### src/rtl/serial_cmd_initiator.sv
`default_nettype none
// =============================================================================
// serial_cmd_initiator
// Sends an opcode plus argument bytes through a UART transmitter, then gathers
// the fixed-length response into a 136-byte buffer readable as 32-bit words.
// Rev 1.0
// =============================================================================
module serial_cmd_initiator #(
    parameter int TIMEOUT_CYCLES = 1000000
) (
    input  logic        clk,
    input  logic        reset_n,
    input  logic        cmd_valid,
    output logic        cmd_ready,
    input  logic [7:0]  cmd_opcode,
    input  logic [47:0] cmd_args,
    input  logic        tx_busy,
    output logic        tx_start,
    output logic [7:0]  tx_data,
    input  logic        rx_ready,
    input  logic [7:0]  rx_data,
    output logic        rsp_valid,
    output logic [7:0]  rsp_len,
    output logic        rsp_timeout,
    output logic        err_opcode,
    input  logic [5:0]  rd_word_addr,
    output logic [31:0] rd_word
);

    localparam int                 TIMER_W    = (TIMEOUT_CYCLES > 2) ? $clog2(TIMEOUT_CYCLES) : 1;
    localparam logic [TIMER_W-1:0] TIMER_LAST = TIMER_W'(TIMEOUT_CYCLES - 2);
    localparam int                 MEM_BYTES  = 136;

    typedef enum logic [2:0] {
        ST_IDLE = 3'd0,
        ST_SEND = 3'd1,
        ST_SENT = 3'd2,
        ST_RECV = 3'd3,
        ST_DONE = 3'd4
    } state_t;

    function automatic logic [2:0] arg_count(input logic [2:0] op);
        case (op)
            3'd1, 3'd3, 3'd5, 3'd7: arg_count = 3'd1;
            3'd2:                   arg_count = 3'd6;
            default:                arg_count = 3'd0;
        endcase
    endfunction

    function automatic logic [7:0] rsp_bytes(input logic [2:0] op);
        case (op)
            3'd0:    rsp_bytes = 8'd1;
            3'd4:    rsp_bytes = 8'd136;
            default: rsp_bytes = 8'd0;
        endcase
    endfunction

    state_t               state_q, state_d;
    logic [7:0]           opcode_q, opcode_d;
    logic [47:0]          args_q, args_d;
    logic [2:0]           idx_q, idx_d;
    logic [7:0]           count_q, count_d;
    logic [TIMER_W-1:0]   timer_q, timer_d;
    logic [7:0]           rsp_len_q, rsp_len_d;
    logic                 rsp_timeout_q, rsp_timeout_d;
    logic                 rsp_valid_q, rsp_valid_d;
    logic                 err_opcode_q, err_opcode_d;
    logic                 cmd_ready_q, cmd_ready_d;
    logic [31:0]          rd_word_q, rd_word_d;

    logic [7:0]           rsp_mem [0:MEM_BYTES-1];
    logic                 mem_we;
    logic [7:0]           tx_byte;
    logic [2:0]           n_args;
    logic [7:0]           n_rsp;
    logic [7:0]           count_inc;
    logic                 accept;
    logic                 opcode_ok;
    logic [7:0]           rd_base;

    assign accept    = cmd_valid & cmd_ready_q;
    assign opcode_ok = (cmd_opcode[7:3] == 5'd0);
    assign n_args    = arg_count(opcode_q[2:0]);
    assign n_rsp     = rsp_bytes(opcode_q[2:0]);
    assign count_inc = count_q + 8'd1;

    // Wire byte 0 is the opcode, byte k (k >= 1) is argument k-1.
    always_comb begin
        case (idx_q)
            3'd1:    tx_byte = args_q[7:0];
            3'd2:    tx_byte = args_q[15:8];
            3'd3:    tx_byte = args_q[23:16];
            3'd4:    tx_byte = args_q[31:24];
            3'd5:    tx_byte = args_q[39:32];
            3'd6:    tx_byte = args_q[47:40];
            default: tx_byte = opcode_q;
        endcase
    end

    always_comb begin
        state_d       = state_q;
        opcode_d      = opcode_q;
        args_d        = args_q;
        idx_d         = idx_q;
        count_d       = count_q;
        timer_d       = timer_q;
        rsp_len_d     = rsp_len_q;
        rsp_timeout_d = rsp_timeout_q;
        rsp_valid_d   = 1'b0;
        err_opcode_d  = 1'b0;
        mem_we        = 1'b0;
        tx_start      = 1'b0;
        tx_data       = 8'h00;

        case (state_q)
            ST_IDLE: begin
                if (accept) begin
                    if (opcode_ok) begin
                        opcode_d      = cmd_opcode;
                        args_d        = cmd_args;
                        idx_d         = 3'd0;
                        count_d       = 8'd0;
                        rsp_timeout_d = 1'b0;
                        state_d       = ST_SEND;
                    end else begin
                        err_opcode_d  = 1'b1;
                    end
                end
            end
            ST_SEND: begin
                if (!tx_busy) begin
                    tx_start = 1'b1;
                    tx_data  = tx_byte;
                    state_d  = ST_SENT;
                end
            end
            ST_SENT: begin
                if (idx_q < n_args) begin
                    idx_d   = idx_q + 3'd1;
                    state_d = ST_SEND;
                end else if (n_rsp == 8'd0) begin
                    state_d = ST_DONE;
                end else begin
                    timer_d = '0;
                    state_d = ST_RECV;
                end
            end
            ST_RECV: begin
                // A byte arriving on the expiry cycle wins over the timeout.
                if (rx_ready) begin
                    mem_we  = 1'b1;
                    count_d = count_inc;
                    timer_d = '0;
                    if (count_inc == n_rsp)
                        state_d = ST_DONE;
                end else if (timer_q == TIMER_LAST) begin
                    rsp_timeout_d = 1'b1;
                    state_d       = ST_DONE;
                end else begin
                    timer_d = timer_q + TIMER_W'(1);
                end
            end
            ST_DONE: begin
                rsp_valid_d = 1'b1;
                rsp_len_d   = count_q;
                state_d     = ST_IDLE;
            end
            default: begin
                state_d = ST_IDLE;
            end
        endcase
    end

    // Ready is held low for the cycle that shows rsp_valid and while in reset.
    assign cmd_ready_d = (state_d == ST_IDLE) && (state_q != ST_DONE);

    always_comb begin
        rd_base   = {rd_word_addr, 2'b00};
        rd_word_d = 32'h0;
        if (rd_word_addr < 6'd34)
            rd_word_d = {rsp_mem[rd_base + 8'd3], rsp_mem[rd_base + 8'd2],
                         rsp_mem[rd_base + 8'd1], rsp_mem[rd_base]};
    end

    always_ff @(posedge clk or negedge reset_n) begin
        if (!reset_n) begin
            state_q       <= ST_IDLE;
            opcode_q      <= 8'h00;
            args_q        <= 48'h0;
            idx_q         <= 3'd0;
            count_q       <= 8'd0;
            timer_q       <= '0;
            rsp_len_q     <= 8'd0;
            rsp_timeout_q <= 1'b0;
            rsp_valid_q   <= 1'b0;
            err_opcode_q  <= 1'b0;
            cmd_ready_q   <= 1'b0;
            rd_word_q     <= 32'h0;
        end else begin
            state_q       <= state_d;
            opcode_q      <= opcode_d;
            args_q        <= args_d;
            idx_q         <= idx_d;
            count_q       <= count_d;
            timer_q       <= timer_d;
            rsp_len_q     <= rsp_len_d;
            rsp_timeout_q <= rsp_timeout_d;
            rsp_valid_q   <= rsp_valid_d;
            err_opcode_q  <= err_opcode_d;
            cmd_ready_q   <= cmd_ready_d;
            rd_word_q     <= rd_word_d;
        end
    end

    always_ff @(posedge clk) begin
        if (mem_we)
            rsp_mem[count_q] <= rx_data;
    end

    assign cmd_ready   = cmd_ready_q;
    assign rsp_valid   = rsp_valid_q;
    assign rsp_len     = rsp_len_q;
    assign rsp_timeout = rsp_timeout_q;
    assign err_opcode  = err_opcode_q;
    assign rd_word     = rd_word_q;

endmodule
`default_nettype wire

### config.mk
export PLATFORM = sky130hd
export DESIGN_NAME = serial_cmd_initiator
export DESIGN_NICKNAME = d
export VERILOG_FILES = /design/src/rtl/serial_cmd_initiator.sv
export SDC_FILE = /design/constraint.sdc
export NUM_CORES = 1
export LEC_CHECK = 0
export CORE_MARGIN = 10
export CORE_UTILIZATION = 34
export CTS_BUF_LIST = sky130_fd_sc_hd__clkbuf_2 sky130_fd_sc_hd__clkbuf_4 sky130_fd_sc_hd__clkbuf_8
export DETAILED_ROUTE_END_ITERATION = 7
export GPL_ROUTABILITY_DRIVEN = 0
export GPL_TIMING_DRIVEN = 0
export SLEW_MARGIN = 20
export SYNTH_ARGS = -nofsm -noshare
export SYNTH_HDL_FRONTEND = slang
export SYNTH_SLANG_ARGS = --single-unit
export TNS_END_PERCENT = 1
### constraint.sdc
create_clock -name clk -period 5.9 [get_ports clk]
set_clock_uncertainty 0.15 [all_clocks]
set_input_delay 1.18 -clock clk [delete_from_list [all_inputs] [get_ports clk]]
set_output_delay 1.18 -clock clk [all_outputs]
set_load 0.01 [all_outputs]
; ---- After elaboration in Yosys (flattened, before gate mapping)
; Memory sizes are Yosys's and may differ from the RTL's.
; Cells that the tools add are included.
[classes]
n_addsub = 6
magnitude_cmp = 2
n_eq_ne = 28
mux = 43
bitwise_logic = 1
n_reduce_logical = 15
[op_table]
columns = op, count
row1 = 20-bit 2-to-1 mux, 4
row2 = 8-bit one-hot mux with 6 select lines, 1
row3 = 8-bit 2-to-1 mux, 5
row4 = 20-bit one-hot mux with 2 select lines, 1
row5 = 3-bit 2-to-1 mux, 11
row6 = 32-bit 2-to-1 mux, 1
row7 = 8-bit one-hot mux with 2 select lines, 2
row8 = 3-bit == test (second input constant), 7
row9 = 20-bit by 1-bit adder with 20-bit output (second input constant), 1
row10 = 20-bit == test (second input constant), 1
row11 = 3-bit by 2-bit == test with 1-bit output (second input constant), 6
row12 = 8-bit by 1-bit adder with 8-bit output (second input constant), 2
row13 = 8-bit by 2-bit adder with 8-bit output (second input constant), 2
row14 = 2-bit inequality test (second input constant), 8
row15 = 1-bit 2-to-1 mux, 14
row16 = 3-bit one-hot mux with 2 select lines, 2
row17 = 3-bit one-hot mux with 4 select lines, 1
row18 = 4-bit AND reduction, 3
row19 = 3-bit by 1-bit == test with 1-bit output (second input constant), 3
row20 = 3-bit zero test, 3
row21 = 8-bit == test, 1
row22 = 8-bit zero test, 1
row23 = 6-bit less-than comparator (second input constant), 1
row24 = 3-bit inequality test (second input constant), 2
row25 = other kinds (10), 12
[totals]
reg_bits = 134
mem_bits_rw = 1088
inputBits = 75
n_memories = 1
[mem_list]
columns = name, depth, word_bits, rd, rd_clocked_by_memory_dff, wr, line_no
row1 = rsp_mem, 136, 8, 4, 0, 1, 71  ; logic [7:0] rsp_mem [0:MEM_BYTES-1];

; ---- Longest topological paths before layout
; Gate-level depths: netlist of run 1.
[depth]
ltp_word = 8
mapped_depth = 10

; ---- Worst setup path before layout of run 1
; No wires, ideal clock.
[synth_timing]
path_kind = reg-to-output
from = register idx_q[2]
to = output tx_data[2]
arrival_ps = 2217
path_slack_ps = 2353
path_stages_with_launch = 8
path_buffers = 2
path_cell_list = dfrtp_1 > clkbuf_1 > inv_1 > ha_1 > clkbuf_1 > nor4_1 > a221oi_1 > a21oi_1
[synth_between]
elab_chain_len = 4
[synth_rtl]
columns = item, line_no
row1 = from (decl), 61  ; logic [2:0] idx_q, idx_d;
row2 = from (signal assigned), 203  ; idx_q <= idx_d;
row3 = "3-bit == test, or another cell as far along", 89  ; case (idx_q)
row4 = 8-bit one-hot mux with 6 select lines (*), 89
row5 = 8-bit 2-to-1 mux (*), 131  ; if (!tx_busy) begin
row6 = 8-bit 2-to-1 mux (*), 115  ; case (state_q)
row7 = to (decl), 19  ; output logic [7:0] tx_data,
; Mark *: on every way between the ends. The rest lies on a longest branch, timed or not.

; ---- Worst setup path after layout of run 1
; Same ends and word-level chain as after synthesis.

==> results.sh, run 1 <==
export IMPL_critPathArrivalTime_ps=4090
export IMPL_achievable_frequency_mhz=185
export IMPL_cts_path_max_buffers=3
export IMPL_number_of_placed_i_o_pins=128
export IMPL_die_height_um=396
export IMPL_run_status="completed"
export IMPL_clock_power_share=0.387
export IMPL_globalRouteOverflowTotal=0
export IMPL_final_period_utilization=0.918
export IMPL_power_frac_seq=0.521
export IMPL_dr_iter_0_viols=3331
export IMPL_final_hold_viol_count=0
export IMPL_share_of_synthesized_cell_area_in_and_or_nand_and_nor_gates=0.0423
export IMPL_cts_made_buffers=188
export IMPL_synth_edf_count=1088
export IMPL_cts_hold_buf=0
export IMPL_drt_pass1_iterations=7
export IMPL_htree_levels=4
export IMPL_synth_async_sr_flop_share=0.110
export IMPL_synthTopCellsByArea="sky130_fd_sc_hd__edfxtp_1 68%, sky130_fd_sc_hd__mux4_2 8.0%, sky130_fd_sc_hd__dfrtp_1 7.0%"
export IMPL_detail_route_drc_violations=0
export IMPL_synth_seq_area_share=0.748
export IMPL_post_drt_via_cell_ratio=5.42
export IMPL_p_leak_uw=0.0186
export IMPL_cts_root_buf="sky130_fd_sc_hd__clkbuf_8"
export IMPL_max_slew_margin=0.175
export IMPL_dp_final_hpwl_um=93400
export IMPL_postSynthCellCount=2640
export IMPL_synth_nets=2728
export IMPL_yosys_area_share_adder=0.00338
export IMPL_slew_viol_final=0
export IMPL_ir_worst_vdd_uv=198
export IMPL_power_switching_uw=4600
export IMPL_tritoncts_clock_tree="done"
export IMPL_holdCritPathClass="primary input to asynchronous set/reset pin"
export IMPL_first_global_vias=27000
export IMPL_area_growth_pct=16.0
export IMPL_critPathMaxFanout=9
export IMPL_critical_path_startpoint_type="register"
export IMPL_end_kind="output port"
export IMPL_power_share_combinational=0.092
export IMPL_post_synth_top_area_cell="sky130_fd_sc_hd__edfxtp_1"
export IMPL_crit_required_ps=4570
export IMPL_yosysUniqueCellTypes=60
export IMPL_worst_case_setup_margin_in_the_final_layout_ps=483
export IMPL_grt_antenna_before_repair=10
export IMPL_synth_top_family_by_area="multiplexers"
export IMPL_grt_max_degree=99
export IMPL_routed_wl_um=142000
export IMPL_final_layout_size_suffix_gt1_frac=0.210
export IMPL_finalSetupViolations=0
export IMPL_n_fill_cell=12900
export IMPL_tightestPinTransition_ps=1230
export IMPL_detail_route_wl_per_cell_um=28.3
export IMPL_ys_warnings_count=0
export IMPL_internal_power_uw=14000
export IMPL_post_place_ws_ps=542
export IMPL_syn_mean_instance_area_um2=18.2
export IMPL_final_cell_mix="1088 x sky130_fd_sc_hd__edfxtp_1, 220 x sky130_fd_sc_hd__nor2_1, 195 x sky130_fd_sc_hd__clkbuf_8"
export IMPL_cts_num_sinks=1222
export IMPL_clock_latency_ps=890
export IMPL_number_of_nets_in_the_finished_design=3054
export IMPL_yosys_most_used_dff="sky130_fd_sc_hd__edfxtp_1"
export IMPL_io_buffers=125
export IMPL_post_synth_xor_area_fraction=0.00109
export IMPL_grt_use_total=0.176
export IMPL_synth_area_in_compound_gates=0.0466
export IMPL_placeableCoreArea_um2=141000
export IMPL_synth_area_um2=48200
export IMPL_floorplan_initialDensity=0.341
export IMPL_criticalPathCategory="register to output port"
export IMPL_postCtsSetupBuffers=0
export IMPL_cts_resized=0
export IMPL_die_width_um=396
export IMPL_core_rowCount=138
export IMPL_post_synth_mux_area_share=0.144
export IMPL_post_cts_clock_slew_at_the_launch_and_capture_registers_of_the_worst_setup_and_hold_paths_ps=60
export IMPL_mostFrequentLayoutCell="sky130_fd_sc_hd__edfxtp_1"
export IMPL_power_density_nw_per_um2=332
export IMPL_routed_via_count=27100
export IMPL_synth_top_area_share=0.678
export IMPL_die_footprint_um2=157000
export IMPL_global_route_wire_length_before_repair_um=200000
export IMPL_rsz_0062_raised_after_global_routing="false"
export IMPL_drv_max_cap_violation_count=0
export IMPL_timing_final_crit_period_ps=5420
export IMPL_p_sw_frac=0.248
export IMPL_ys_ff_latch=1222
export IMPL_antenna_violating_nets_post_route=0
export IMPL_fin_util=0.396
layer usage:
layer | part of all wire | track usage | vias up
li1 | - | - | 11300
met1 | 0.40 | 0.235 | 14100
met2 | 0.44 | 0.262 | 1476
met3 | 0.11 | 0.0601 | 301
met4 | 0.041 | 0.0725 | 8
met5 | 0.00036 | 0 | -
synth_stat cells, drive strengths merged, types with 6 or more instances:
master	instances
edfxtp	1088
nor2	220
mux2i	187
mux4	171
dfrtp	134
mux2	106
clkbuf	89
nand2	89
buf	62
o22ai	58
a21oi	45
o21ai	43
nor3	33
a22oi	31
a211oi	28
nor2b	22
a2bb2oi	17
nand3	16
ha	13
inv	13
a2111oi	11
and3	11
nor4	11
o31ai	11
a22o	10
a31oi	10
o221ai	10
a221oi	9
a222oi	8
nand3b	8
nand4	7
o21bai	7
or3	7
a211o	6
a21boi	6
critical path, stage by stage, from the launching register on:
cell,delay (ps)
sky130_fd_sc_hd__dfrtp_1,370
sky130_fd_sc_hd__clkbuf_1,400
sky130_fd_sc_hd__inv_1,180
sky130_fd_sc_hd__ha_1,230
sky130_fd_sc_hd__clkbuf_1,250
sky130_fd_sc_hd__nor4_2,770
sky130_fd_sc_hd__a221oi_1,190
sky130_fd_sc_hd__a21oi_1,230
sky130_fd_sc_hd__clkdlybuf4s50_1,580
final timing paths:
| kind | start | endpoint | slack [ps] | cells after the start |
|---|---|---|---|---|
| max in group asynchronous | reset_n | rd_word[9] | 4680 | 2 |
| hold / removal | reset_n | rsp_len[2] | 140 | 1 |
| hold reg to reg | args_q[39] | args_q[39] | 360 | 1 |
| setup / recovery | idx_q[2] | tx_data[2] | 480 | 8 |
| min in group clk | args_q[39] | args_q[39] | 360 | 1 |
| setup reg to reg | state_q[0] | rsp_mem[26][4] | 1620 | 7 |
state kept, by name (all words and copies together), names as in the netlist, 3 cells and up:
name and cells:
state_q 3, count_q 8, args_q 48, rsp_mem 1088, rsp_len 8, idx_q 3
opcode_q 8, timer_q 20, rd_word 32
stage by stage:
| step | std cells | instance area, um2 | total power [uW] | setup TNS, ps | hold slack [ps] |
|---|---|---|---|---|---|
| 2_1_floorplan | 2640 | 48200 | 10700 | 0 | 314 |
| 3_3_place_gp | 4655 | 51800 | 11500 | -867810 | 336 |
| 3_5_place_dp | 4666 | 52100 | 11500 | 0 | 341 |
| 4_1_cts | 4997 | 55800 | 18600 | 0 | 89.1 |
| 5_1_grt | 4998 | 55800 | 19200 | 0 | 150 |
| 6_report | 5000 | 55800 | 18600 | 0 | 143 |
logic make-up (layout without fill, tap and decap cells):
| kind of cell | count (synthesis) | count (layout) |
|---|---|---|
| mux | 464 | 464 |
| simple gates | 450 | 450 |
| compound gates | 321 | 321 |
| fa+ha+maj | 13 | 13 |
| other cells | 0 | 3 |
| xor+xnor | 6 | 6 |
| flops | 1222 | 1222 |
| buf+inv | 164 | 631 |
final cells by class:
type / instances / area, um2 / area share
Clock buffer: 254 / 3130 / 0.0560
Tap cell: 1890 / 2360 / 0.0423
Timing Repair Buffer: 136 / 1550 / 0.0278
Multi-Input combinational cell: 1254 / 11400 / 0.204
Inverter: 13 / 48.8 / 0.000874
Clock inverter: 77 / 621 / 0.0111
Buffer: 151 / 686 / 0.0123
Sequential cell: 1222 / 36000 / 0.645
Antenna cell: 3 / 7.51 / 0.000134
power by group through the flow:
stage / logic [uW] / clock network [uW] / registers [uW]
2_1_floorplan: 870 / 0 / 9840
3_3_place_gp: 1640 / 0 / 9900
3_5_place_dp: 1680 / 0 / 9860
4_1_cts: 1690 / 7280 / 9680
5_1_grt: 1810 / 7680 / 9690
6_report: 1710 / 7180 / 9680
No activity file was read; power rests on OpenSTA's default activity.
==> run 2: changes to the inputs <==
- CORE_UTILIZATION: 34 -> 55
- PLACE_DENSITY: default -> 0.72
==> results.sh, run 2 (synthesis gave the netlist of run 1 again) <==
export IMPL_run_status="completed"
export IMPL_final_period_utilization=0.914
export IMPL_dr_iter_0_viols=4062
export IMPL_number_of_placed_i_o_pins=128
export IMPL_clock_latency_ps=890
export IMPL_detail_route_wl_per_cell_um=31.5
export IMPL_max_reg_flops=1088
export IMPL_globalRouteOverflowTotal=0
export IMPL_die_width_um=316
export IMPL_antenna_violating_nets_post_route=0
export IMPL_place_area_um2=51100
export IMPL_achievable_frequency_mhz=185
export IMPL_drv_max_cap_violation_count=0
export IMPL_final_cell_mix="1088 x sky130_fd_sc_hd__edfxtp_1, 220 x sky130_fd_sc_hd__nor2_1, 200 x sky130_fd_sc_hd__clkbuf_8"
export IMPL_power_density_nw_per_um2=332
export IMPL_critPathArrivalTime_ps=4060
export IMPL_die_footprint_um2=99800
export IMPL_criticalPathCategory="register to output port"
export IMPL_global_route_wire_length_before_repair_um=192000
export IMPL_htree_levels=4
export IMPL_die_height_um=316
export IMPL_path_depth=8
export IMPL_routed_via_count=27800
export IMPL_final_hold_viol_count=0
export IMPL_rsz_0062_raised_after_global_routing="false"
export IMPL_fin_util=0.631
export IMPL_cts_resized=0
export IMPL_post_cts_clock_slew_at_the_launch_and_capture_registers_of_the_worst_setup_and_hold_paths_ps=60
export IMPL_finalSetupViolations=0
export IMPL_critical_path_endpoint="tx_data[0]"
export IMPL_worstRegToRegCells=6
export IMPL_ir_worst_vdd_uv=227
export IMPL_core_rowCount=108
export IMPL_critical_path_startpoint_type="register"
export IMPL_p_leak_uw=0.0185
export IMPL_floorplan_initialDensity=0.554
export IMPL_holdCritPathClass="register to register"
export IMPL_grt_antenna_before_repair=5
export IMPL_area_growth_pct=13.9
export IMPL_instances_no_fill=4271
export IMPL_tightestPinTransition_ps=1290
export IMPL_dp_cells=3929
export IMPL_slew_viol_final=0
export IMPL_reg2reg_slack_ps=1810
export IMPL_end_kind="output port"
export IMPL_cpLargestDelayFamily="buffers and inverters"
export IMPL_fin_worst_hold_slack_ps=355
export IMPL_grt_use_total=0.268
export IMPL_cts_path_max_buffers=3
export IMPL_cp_cell_sequence="clkbuf_1, inv_1, ha_1, clkbuf_1, nor4_2, a221oi_1, nor2_1, clkdlybuf4s50_1"
export IMPL_placeableCoreArea_um2=86900
export IMPL_routed_wl_um=134000
export IMPL_cts_root_buf="sky130_fd_sc_hd__clkbuf_8"
export IMPL_drt_pass1_iterations=6
export IMPL_postCtsSetupBuffers=0
export IMPL_final_area_um2=54900
export IMPL_mostFrequentLayoutCell="sky130_fd_sc_hd__edfxtp_1"
export IMPL_max_slew_margin=0.138
export IMPL_number_of_nets_in_the_finished_design=3055
export IMPL_detail_route_drc_violations=0
export IMPL_critical_path_max_stage_delay_ps=790
export IMPL_critical_path_most_common_cell="sky130_fd_sc_hd__clkbuf_1"
export IMPL_largest_register="rsp_mem"
export IMPL_critical_path_reg2reg_startpoint="state_q[0]"
export IMPL_io_buffers=125
export IMPL_p_total_uw=18200
export IMPL_tritoncts_clock_tree="done"
export IMPL_first_global_vias=27900
export IMPL_critPathBufInv=4
export IMPL_post_drt_via_cell_ratio=6.50
export IMPL_cts_hold_buf=1
export IMPL_critPathMaxFanout=9
export IMPL_grt_max_degree=111
export IMPL_crit_required_ps=4570
export IMPL_critical_path_startpoint="idx_q[2]"
export IMPL_cts_made_buffers=190
export IMPL_critical_path_reg2reg_endpoint="rsp_mem[93][7]"
export IMPL_dp_final_hpwl_um=90100
export IMPL_final_layout_size_suffix_gt1_frac=0.214
export IMPL_cts_num_sinks=1222
export IMPL_timing_final_crit_period_ps=5390
export IMPL_cpMaxStageDelayCell="sky130_fd_sc_hd__nor4_2"
run 2: per-layer routing:
metal	up-vias	wire length (um)	track usage
met2	1939	62500	0.412
met5	-	12	0
li1	11300	-	-
met3	320	17000	0.0857
met4	2	6400	0.130
met1	14200	48400	0.346
run 2: through the flow:
step	TNS, ps	setup slack (ps)
floorplan	0	2350
global placement	-484110	-1830
detailed placement	0	409
CTS	0	93.3
global route	0	293
finish	0	509
run 2: worst min path at each step:
| stage | start | to | slack (ps) | cells past startpoint |
|---|---|---|---|---|
| floorplan | opcode_q[3] | opcode_q[3] | 310 | 1 |
| CTS | args_q[33] | args_q[33] | 360 | 1 |
| detailed placement | args_q[33] | args_q[33] | 340 | 1 |
| finish | args_q[33] | args_q[33] | 350 | 1 |
| global route | args_q[7] | args_q[7] | 370 | 1 |
| global placement | args_q[2] | args_q[2] | 340 | 1 |
run 2: power by group:
group	switching, uW	internal, uW	total, uW
logic	1080	600	1680
registers	109	9570	9680
clock network	3290	3560	6850
total	4480	13700	18200
run 2: area by class of cell:
class,count,area [um2]
multi-input cells,1254,11500
plain buffers,151,687
flip-flops and latches,1222,36000
well taps,1155,1450
inverters,13,48.8
repair buffers,135,1520
diodes,3,7.51
clock inverters,80,468
clock buffers,258,3190
fillers,5924,32000
